`config.mk`:
```
export PLATFORM = sky130hd
export DESIGN_NAME = bp_fe_queue_buffer_flat
export DESIGN_NICKNAME = d
export VERILOG_FILES = /design/src/rtl/bp_fe_queue_buffer_pkg.sv /design/src/rtl/bp_fe_queue_buffer_if.sv /design/src/rtl/bp_fe_queue_buffer_mem.sv /design/src/rtl/bp_fe_queue_buffer.sv /design/src/flat_wrapper.sv
export SDC_FILE = /design/constraint.sdc
export NUM_CORES = 1
export LEC_CHECK = 0
export ABC_AREA = 0
export BUFFER_PORTS_ARGS = -buffer_cell sky130_fd_sc_hd__buf_2
export CORE_MARGIN = 3
export CORE_UTILIZATION = 30
export DETAILED_ROUTE_END_ITERATION = 8
export SYNTH_ARGS = -nofsm -noshare
export SYNTH_HDL_FRONTEND = slang
export SYNTH_SLANG_ARGS = --single-unit
```
`constraint.sdc`:
```
create_clock -name clk_i -period 8.5 [get_ports clk_i]
set_input_delay 2.55 -clock clk_i [delete_from_list [all_inputs] [get_ports clk_i]]
set_output_delay 2.55 -clock clk_i [all_outputs]
set_load 0.05 [all_outputs]
```
`src/rtl/bp_fe_queue_buffer_pkg.sv`:
```
// Shared types and defaults for the FE->BE checkpointed queue buffer.
package bp_fe_queue_buffer_pkg;

    localparam int unsigned els_gp         = 8;
    localparam int unsigned vaddr_width_gp = 22;
    localparam int unsigned instr_width_gp = 32;
    localparam int unsigned exc_width_gp   = 2;

    typedef enum logic [exc_width_gp-1:0] {
        e_exc_none           = 2'd0,
        e_itlb_miss          = 2'd1,
        e_instr_access_fault = 2'd2,
        e_instr_page_fault   = 2'd3
    } bp_fe_queue_exc_e;

    // Pointer width carries one extra wrap bit above the index.
    function automatic int unsigned ptr_width(input int unsigned els);
        return $clog2(els) + 1;
    endfunction

endpackage

```
`src/rtl/bp_fe_queue_buffer_if.sv`:
```
// FE enqueue, BE read/commit/rewind and occupancy signals of the queue buffer.
interface bp_fe_queue_buffer_if #(
    parameter int unsigned els_p         = bp_fe_queue_buffer_pkg::els_gp,
    parameter int unsigned vaddr_width_p = bp_fe_queue_buffer_pkg::vaddr_width_gp,
    parameter int unsigned instr_width_p = bp_fe_queue_buffer_pkg::instr_width_gp,
    parameter int unsigned exc_width_p   = bp_fe_queue_buffer_pkg::exc_width_gp
) ();

    localparam int unsigned ptr_width_lp = bp_fe_queue_buffer_pkg::ptr_width(els_p);

    logic                     fe_v_i;
    logic [vaddr_width_p-1:0] fe_pc_i;
    logic [instr_width_p-1:0] fe_instr_i;
    logic [exc_width_p-1:0]   fe_exc_i;
    logic                     fe_ready_o;

    logic                     be_v_o;
    logic [vaddr_width_p-1:0] be_pc_o;
    logic [instr_width_p-1:0] be_instr_o;
    logic [exc_width_p-1:0]   be_exc_o;
    logic                     be_yumi_i;

    logic                     deq_v_i;
    logic                     roll_v_i;
    logic                     clr_v_i;
    logic [ptr_width_lp-1:0]  count_o;

    modport slave (
        input  fe_v_i, fe_pc_i, fe_instr_i, fe_exc_i,
        output fe_ready_o,
        output be_v_o, be_pc_o, be_instr_o, be_exc_o,
        input  be_yumi_i, deq_v_i, roll_v_i, clr_v_i,
        output count_o
    );

    modport master (
        output fe_v_i, fe_pc_i, fe_instr_i, fe_exc_i,
        input  fe_ready_o,
        input  be_v_o, be_pc_o, be_instr_o, be_exc_o,
        output be_yumi_i, deq_v_i, roll_v_i, clr_v_i,
        input  count_o
    );

endinterface

```
`src/rtl/bp_fe_queue_buffer_mem.sv`:
```
// Flop-array storage: one synchronous write port, one asynchronous read port.
module bp_fe_queue_buffer_mem #(
    parameter int unsigned els_p   = 8,
    parameter int unsigned width_p = 56
) (
    input  logic                     clk_i,
    input  logic                     w_v_i,
    input  logic [$clog2(els_p)-1:0] w_addr_i,
    input  logic [width_p-1:0]       w_data_i,
    input  logic [$clog2(els_p)-1:0] r_addr_i,
    output logic [width_p-1:0]       r_data_o
);

    logic [width_p-1:0] mem_r [els_p];

    // NOTE: storage has no reset; validity is tracked purely by the pointers,
    // so resetting the array would only cost reset fan-out.
    always_ff @(posedge clk_i) begin
        if (w_v_i) begin
            mem_r[w_addr_i] <= w_data_i;
        end
    end

    assign r_data_o = mem_r[r_addr_i];

endmodule

```
`src/rtl/bp_fe_queue_buffer.sv`:
```
// Checkpointed FIFO between FE and BE: speculative reads, commit (deq), rewind (roll), flush (clr).
module bp_fe_queue_buffer #(
    parameter int unsigned els_p         = bp_fe_queue_buffer_pkg::els_gp,
    parameter int unsigned vaddr_width_p = bp_fe_queue_buffer_pkg::vaddr_width_gp,
    parameter int unsigned instr_width_p = bp_fe_queue_buffer_pkg::instr_width_gp,
    parameter int unsigned exc_width_p   = bp_fe_queue_buffer_pkg::exc_width_gp
) (
    input logic                  clk_i,
    input logic                  reset_n_i,
    bp_fe_queue_buffer_if.slave  q
);

    import bp_fe_queue_buffer_pkg::*;

    localparam int unsigned lg_els_lp = $clog2(els_p);

    typedef logic [lg_els_lp:0] ptr_t;

    typedef struct packed {
        logic [vaddr_width_p-1:0] pc;
        logic [instr_width_p-1:0] instr;
        logic [exc_width_p-1:0]   exc;
    } entry_s;

    ptr_t   wptr_r, rptr_r, cptr_r;
    ptr_t   wptr_n, rptr_n, cptr_n;
    ptr_t   count;
    logic   enq_v;
    logic   be_v;
    entry_s w_entry, r_entry;

    // Status depends on registered pointers only, so reset reaches the outputs at once.
    assign count         = wptr_r - cptr_r;
    assign q.count_o     = count;
    assign q.fe_ready_o  = (count != ptr_t'(els_p));
    assign be_v          = (rptr_r != wptr_r);
    assign q.be_v_o      = be_v;
    assign enq_v         = q.fe_v_i & q.fe_ready_o;

    // NOTE: every always_comb output gets a default first so no path can infer a latch.
    always_comb begin
        wptr_n = wptr_r + ptr_t'(enq_v);
        rptr_n = rptr_r + ptr_t'(q.be_yumi_i);
        cptr_n = cptr_r + ptr_t'(q.deq_v_i);
        if (q.clr_v_i) begin
            wptr_n = '0;
            rptr_n = '0;
            cptr_n = '0;
        end else if (q.roll_v_i) begin
            rptr_n = cptr_r + ptr_t'(q.deq_v_i);
        end
    end

    // NOTE: sequential state uses non-blocking assignments so all pointers
    // update together from the same pre-edge values.
    always_ff @(posedge clk_i or negedge reset_n_i) begin
        if (!reset_n_i) begin
            wptr_r <= '0;
            rptr_r <= '0;
            cptr_r <= '0;
        end else begin
            wptr_r <= wptr_n;
            rptr_r <= rptr_n;
            cptr_r <= cptr_n;
        end
    end

    assign w_entry = '{pc: q.fe_pc_i, instr: q.fe_instr_i, exc: q.fe_exc_i};

    // A flushed enqueue must not leave its payload behind.
    bp_fe_queue_buffer_mem #(
        .els_p   (els_p),
        .width_p ($bits(entry_s))
    ) mem (
        .clk_i    (clk_i),
        .w_v_i    (enq_v & ~q.clr_v_i),
        .w_addr_i (wptr_r[lg_els_lp-1:0]),
        .w_data_i (w_entry),
        .r_addr_i (rptr_r[lg_els_lp-1:0]),
        .r_data_o (r_entry)
    );

    assign q.be_pc_o    = r_entry.pc;
    assign q.be_instr_o = r_entry.instr;
    assign q.be_exc_o   = r_entry.exc;

    a_yumi_legal: assert property (@(posedge clk_i) disable iff (!reset_n_i)
        q.be_yumi_i |-> be_v);

    a_deq_legal: assert property (@(posedge clk_i) disable iff (!reset_n_i)
        q.deq_v_i |-> (cptr_r != rptr_r));

    a_ptr_order: assert property (@(posedge clk_i) disable iff (!reset_n_i)
        (ptr_t'(rptr_r - cptr_r) <= count) && (count <= ptr_t'(els_p)));

endmodule

```
`src/flat_wrapper.sv`:
```
// flat-port wrapper written by rule: the top's interface ports become plain ports
module bp_fe_queue_buffer_flat import bp_fe_queue_buffer_pkg::*;
#(
    parameter int unsigned els_p         = bp_fe_queue_buffer_pkg::els_gp,
    parameter int unsigned vaddr_width_p = bp_fe_queue_buffer_pkg::vaddr_width_gp,
    parameter int unsigned instr_width_p = bp_fe_queue_buffer_pkg::instr_width_gp,
    parameter int unsigned exc_width_p   = bp_fe_queue_buffer_pkg::exc_width_gp
)
  (clk_i, reset_n_i, q_fe_v_i, q_fe_pc_i, q_fe_instr_i, q_fe_exc_i, q_fe_ready_o, q_be_v_o, q_be_pc_o, q_be_instr_o, q_be_exc_o, q_be_yumi_i, q_deq_v_i, q_roll_v_i, q_clr_v_i, q_count_o);
  bp_fe_queue_buffer_if #(.els_p(els_p), .vaddr_width_p(vaddr_width_p), .instr_width_p(instr_width_p), .exc_width_p(exc_width_p)) q_i ();
  input logic clk_i;
  input logic reset_n_i;
  input wire logic [$bits(q_i.fe_v_i)-1:0] q_fe_v_i;
  input wire logic [$bits(q_i.fe_pc_i)-1:0] q_fe_pc_i;
  input wire logic [$bits(q_i.fe_instr_i)-1:0] q_fe_instr_i;
  input wire logic [$bits(q_i.fe_exc_i)-1:0] q_fe_exc_i;
  output wire logic [$bits(q_i.fe_ready_o)-1:0] q_fe_ready_o;
  output wire logic [$bits(q_i.be_v_o)-1:0] q_be_v_o;
  output wire logic [$bits(q_i.be_pc_o)-1:0] q_be_pc_o;
  output wire logic [$bits(q_i.be_instr_o)-1:0] q_be_instr_o;
  output wire logic [$bits(q_i.be_exc_o)-1:0] q_be_exc_o;
  input wire logic [$bits(q_i.be_yumi_i)-1:0] q_be_yumi_i;
  input wire logic [$bits(q_i.deq_v_i)-1:0] q_deq_v_i;
  input wire logic [$bits(q_i.roll_v_i)-1:0] q_roll_v_i;
  input wire logic [$bits(q_i.clr_v_i)-1:0] q_clr_v_i;
  output wire logic [$bits(q_i.count_o)-1:0] q_count_o;
  assign q_i.fe_v_i = q_fe_v_i;
  assign q_i.fe_pc_i = q_fe_pc_i;
  assign q_i.fe_instr_i = q_fe_instr_i;
  assign q_i.fe_exc_i = q_fe_exc_i;
  assign q_fe_ready_o = q_i.fe_ready_o;
  assign q_be_v_o = q_i.be_v_o;
  assign q_be_pc_o = q_i.be_pc_o;
  assign q_be_instr_o = q_i.be_instr_o;
  assign q_be_exc_o = q_i.be_exc_o;
  assign q_i.be_yumi_i = q_be_yumi_i;
  assign q_i.deq_v_i = q_deq_v_i;
  assign q_i.roll_v_i = q_roll_v_i;
  assign q_i.clr_v_i = q_clr_v_i;
  assign q_count_o = q_i.count_o;
  bp_fe_queue_buffer #(.els_p(els_p), .vaddr_width_p(vaddr_width_p), .instr_width_p(instr_width_p), .exc_width_p(exc_width_p)) u_core (.clk_i(clk_i), .reset_n_i(reset_n_i), .q(q_i));
endmodule
```
==> summary.txt <==
=====================================================================================
Post-synth net total ...................................................          808
Type of element launching the critical path ............................     register
Port Buffers ...........................................................          124
Post-synthesis sequential element count ................................          460
Clock transition at the registers of the reported paths ................      0.06 ns
Count of unique library cells instantiated by Yosys ....................           27
Synth Flop Type ........................................................ sky130_fd_sc_hd__edfxtp_1
GRT overflow ...........................................................            0
Largest area contributor in the netlist ................................ sky130_fd_sc_hd__edfxtp_1
Routability cong. ......................................................       0.6681
Global-route wire length before repair .................................     54.39 mm
Buffer cell driving the clock tree root ................................ sky130_fd_sc_hd__clkbuf_16
Top cell type's share of synthesized area ..............................       0.7635
Number of nets in the final layout .....................................          965
Horizontal extent of the die ...........................................     248.3 um
Vias in the first global route .........................................         8500
Maximum clock frequency ................................................    172.2 MHz
Leading post-synthesis cells by cell area .............................. sky130_fd_sc_hd__edfxtp_1 (76%), sky130_fd_sc_hd__mux4_2 (14%), sky130_fd_sc_hd__mux2_2 (3.6%)
Half-perimeter wire length after detailed placement ....................     19.93 mm
Final core utilization .................................................       0.3599
Sequential cell area fraction in the yosys report ......................       0.7806
Number of design rule violations left after detail routing .............            0
Wire length per cell after detailed routing ............................     21.54 um
Lkg Pwr ................................................................     6.606 nW
H-tree depth reported by CTS ...........................................            2
Post-synthesis instance area ...........................................   17620 um^2
Largest fanout of any net on the critical path .........................           37
Share of post-route cells with drive strength above 1 ..................       0.4319
Total iterations of the first detailed-routing run .....................            4
Slew at the pin closest to its max-slew limit ..........................     1.099 ns
Post-route clock period utilization ....................................       0.6831
Worst slew slack as a fraction of its limit ............................       0.2670
RSZ-0062 raised after global routing ...................................        false
Worst setup path startpoint ............................................ u_core.rptr_r[0]
Warnings, synthesis ....................................................            0
Asr flop ratio synth ...................................................      0.02609
Worst min-delay path category ..........................................   reg -> reg
Max-capacitance violation count ........................................            0
Number of buffers added by the clock tree synthesis step ...............           49
FF-to-FF End ........................................................... u_core.mem.mem_r[2][46]
Buffers inserted during post-CTS setup optimization ....................            0
Number of fillers in the final layout ..................................         5356
Outcome ................................................................ complete, no violations
Critical path arrival ..................................................      3.26 ns
Number of routed nets with antenna violations ..........................            0
Io pins ................................................................          125
Power Dens Cells ....................................................... 258.3 nW/um^2
Vertical die dimension .................................................     248.3 um
Wire length after detailed routing .....................................     36.68 mm
Clock skew after layout ................................................   0.01580 ns
Number of hold violations in the final report ..........................            0
CTS-repair resized insts ...............................................            0
Area growth from synthesis to layout ...................................       18.31%
Count leader, synth .................................................... sky130_fd_sc_hd__edfxtp_1
Endpoint required time on the critical path ............................      5.95 ns
Vias ...................................................................         7801
CTS tree ...............................................................        built
Hold-fix buffers at CTS ................................................            0
Number of antenna violations at the first check in global routing ......            3
Count of final setup violators .........................................            0
Maximum number of pins on one net before global-route repair ...........           60
Slew Limit Fails .......................................................            0
Max Root-Sink Buffers ..................................................            3
Core box area ..........................................................   57920 um^2
Hold EP ................................................................ u_core.cptr_r[3]
Routed via count divided by cell count .................................        4.581
Clock latency at the later pin of the worst-skew pair ..................      0.58 ns
Slack of the worst reg-to-reg path .....................................      4.87 ns
Synth cell count leaders ............................................... sky130_fd_sc_hd__edfxtp_1 (448), sky130_fd_sc_hd__mux4_2 (112), sky130_fd_sc_hd__mux2_2 (56), sky130_fd_sc_hd__clkbuf_1 (17)
Number of cells traversed by the worst register-to-register path .......           10
Gr usage total .........................................................       0.1202
Non-filler cells, final ................................................         1703
Std-Cell Rows ..........................................................           88
Die Footprint ..........................................................   61680 um^2
Count of routing violations after the opening detailed-route iteration .          418
Synthesized instance count .............................................          735
Sink count of the clock tree ...........................................          460
Hold_ws ................................................................    0.5914 ns
Final critical-path required period ....................................     5.806 ns
Effective utilization at floorplan .....................................       0.3042
Post-Syn Area per Cell .................................................   23.97 um^2
Nature of the critical path endpoint ...................................   output pin
Worst voltage drop across the vdd grid .................................    0.1488 mV
Worst Hold Depth .......................................................            2
Startpoint of the lowest-slack hold path ............................... u_core.cptr_r[3]
Count of flip-flops with a built-in enable after synthesis .............          448
Crit Reg-Reg Startpoint ................................................ u_core.wptr_r[0]
Placed Cells ...........................................................         1606
Setup Crit Path Kind ...................................................   reg -> out
=====================================================================================
## worst max path at each step
| stage | end | slack, ns | depth (start not counted) |
|---|---|---|---|
| after floorplan | u_core.mem.mem_r[2][0] | -0.19 | 2 |
| after global placement | q_be_instr_o[26] | 3.22 | 4 |
| after detailed placement | q_be_pc_o[7] | 3.20 | 4 |
| after CTS | q_be_pc_o[7] | 2.55 | 4 |
| after global routing | q_be_instr_o[21] | 2.40 | 4 |
| final | q_be_instr_o[21] | 2.69 | 4 |
## kinds of logic (layout without fill, tap and decap cells)
logic type	Yosys count	in the layout	share of synthesized area
buffers and inverters	43	241	0.01342
XOR/XNOR	12	12	0.005965
flip-flops	460	460	0.7806
multiplexers	170	170	0.1801
AO/OA/AOI/OAI	4	4	0.001420
AND/OR/NAND/NOR	36	36	0.01101
other	0	5	0
adder cells (fa/ha/maj)	10	10	0.007527
## power by group
part           internal (mW)  switching [mW]  total (mW)
clock                   1.25           0.885        2.13
combinational          0.232           0.418       0.650
sequential              2.55          0.0476        2.60
total                   4.04            1.35        5.38
## worst max-delay path, stage by stage (launching register included)
cell and delay [ns]:
sky130_fd_sc_hd__dfrtp_4 0.93, sky130_fd_sc_hd__buf_4 0.60, sky130_fd_sc_hd__mux4_2 0.57, sky130_fd_sc_hd__mux2_2 0.29, sky130_fd_sc_hd__buf_2 0.21
## layer usage
layer	wire, um	global-route usage
met2	18510	0.2037
met5	0	0
met3	1646	0.02896
met4	640	0.03072
met1	15880	0.1557
## through the flow
step / worst slack (ns) / total power [mW] / setup TNS, ns / area, um^2
final: 2.694 / 5.385 / 0 / 20850
after detailed placement: 3.202 / 3.317 / 0 / 19190
after global placement: 3.224 / 3.308 / 0 / 19190
after CTS: 2.554 / 5.471 / 0 / 20830
after global routing: 2.399 / 5.605 / 0 / 20840
after floorplan: -0.1864 / 3.140 / -29.46 / 17620
## cells in the final DEF (no fill, tap or decap), types with 2 or more instances in the layout
cell type,n
sky130_fd_sc_hd__nor2_1,8
sky130_fd_sc_hd__clkinv_8,2
sky130_fd_sc_hd__xnor2_1,7
sky130_fd_sc_hd__clkinv_2,9
sky130_fd_sc_hd__clkbuf_16,49
sky130_fd_sc_hd__a21oi_1,2
sky130_fd_sc_hd__dfrtp_4,3
sky130_fd_sc_hd__diode_2,5
sky130_fd_sc_hd__nor4_2,3
sky130_fd_sc_hd__xor2_1,5
sky130_fd_sc_hd__mux2i_1,2
sky130_fd_sc_hd__buf_2,124
sky130_fd_sc_hd__dfrtp_1,9
sky130_fd_sc_hd__nand2b_1,3
sky130_fd_sc_hd__inv_6,3
sky130_fd_sc_hd__mux4_2,112
sky130_fd_sc_hd__a211oi_1,2
sky130_fd_sc_hd__inv_1,6
sky130_fd_sc_hd__nor2b_1,6
sky130_fd_sc_hd__edfxtp_1,448
sky130_fd_sc_hd__clkinv_1,9
sky130_fd_sc_hd__clkinv_4,2
sky130_fd_sc_hd__nand3_1,4
sky130_fd_sc_hd__buf_4,18
sky130_fd_sc_hd__clkbuf_1,3
sky130_fd_sc_hd__nor3_2,5
sky130_fd_sc_hd__bufinv_16,6
sky130_fd_sc_hd__ha_1,9
sky130_fd_sc_hd__mux2_2,56
sky130_fd_sc_hd__clkinvlp_4,9
## flip-flops by register name, summed over array words and instances (netlist names)
register          cells
u_core.mem.mem_r    448
u_core.cptr_r         4
u_core.rptr_r         4
u_core.wptr_r         4
## layout make-up
class | count | area (um^2) | area share
Timing Repair Buffer | 143 | 775.7 | 0.03721
Antenna cell | 5 | 12.51 | 0.0006002
Clock buffer | 52 | 1237 | 0.05936
Inverter | 6 | 22.52 | 0.001080
Tap cell | 765 | 957.2 | 0.04592
Multi-Input combinational cell | 232 | 3674 | 0.1762
Clock inverter | 40 | 402.9 | 0.01933
Sequential cell | 460 | 13760 | 0.6603
No activity file was read; power rests on OpenSTA's default activity.
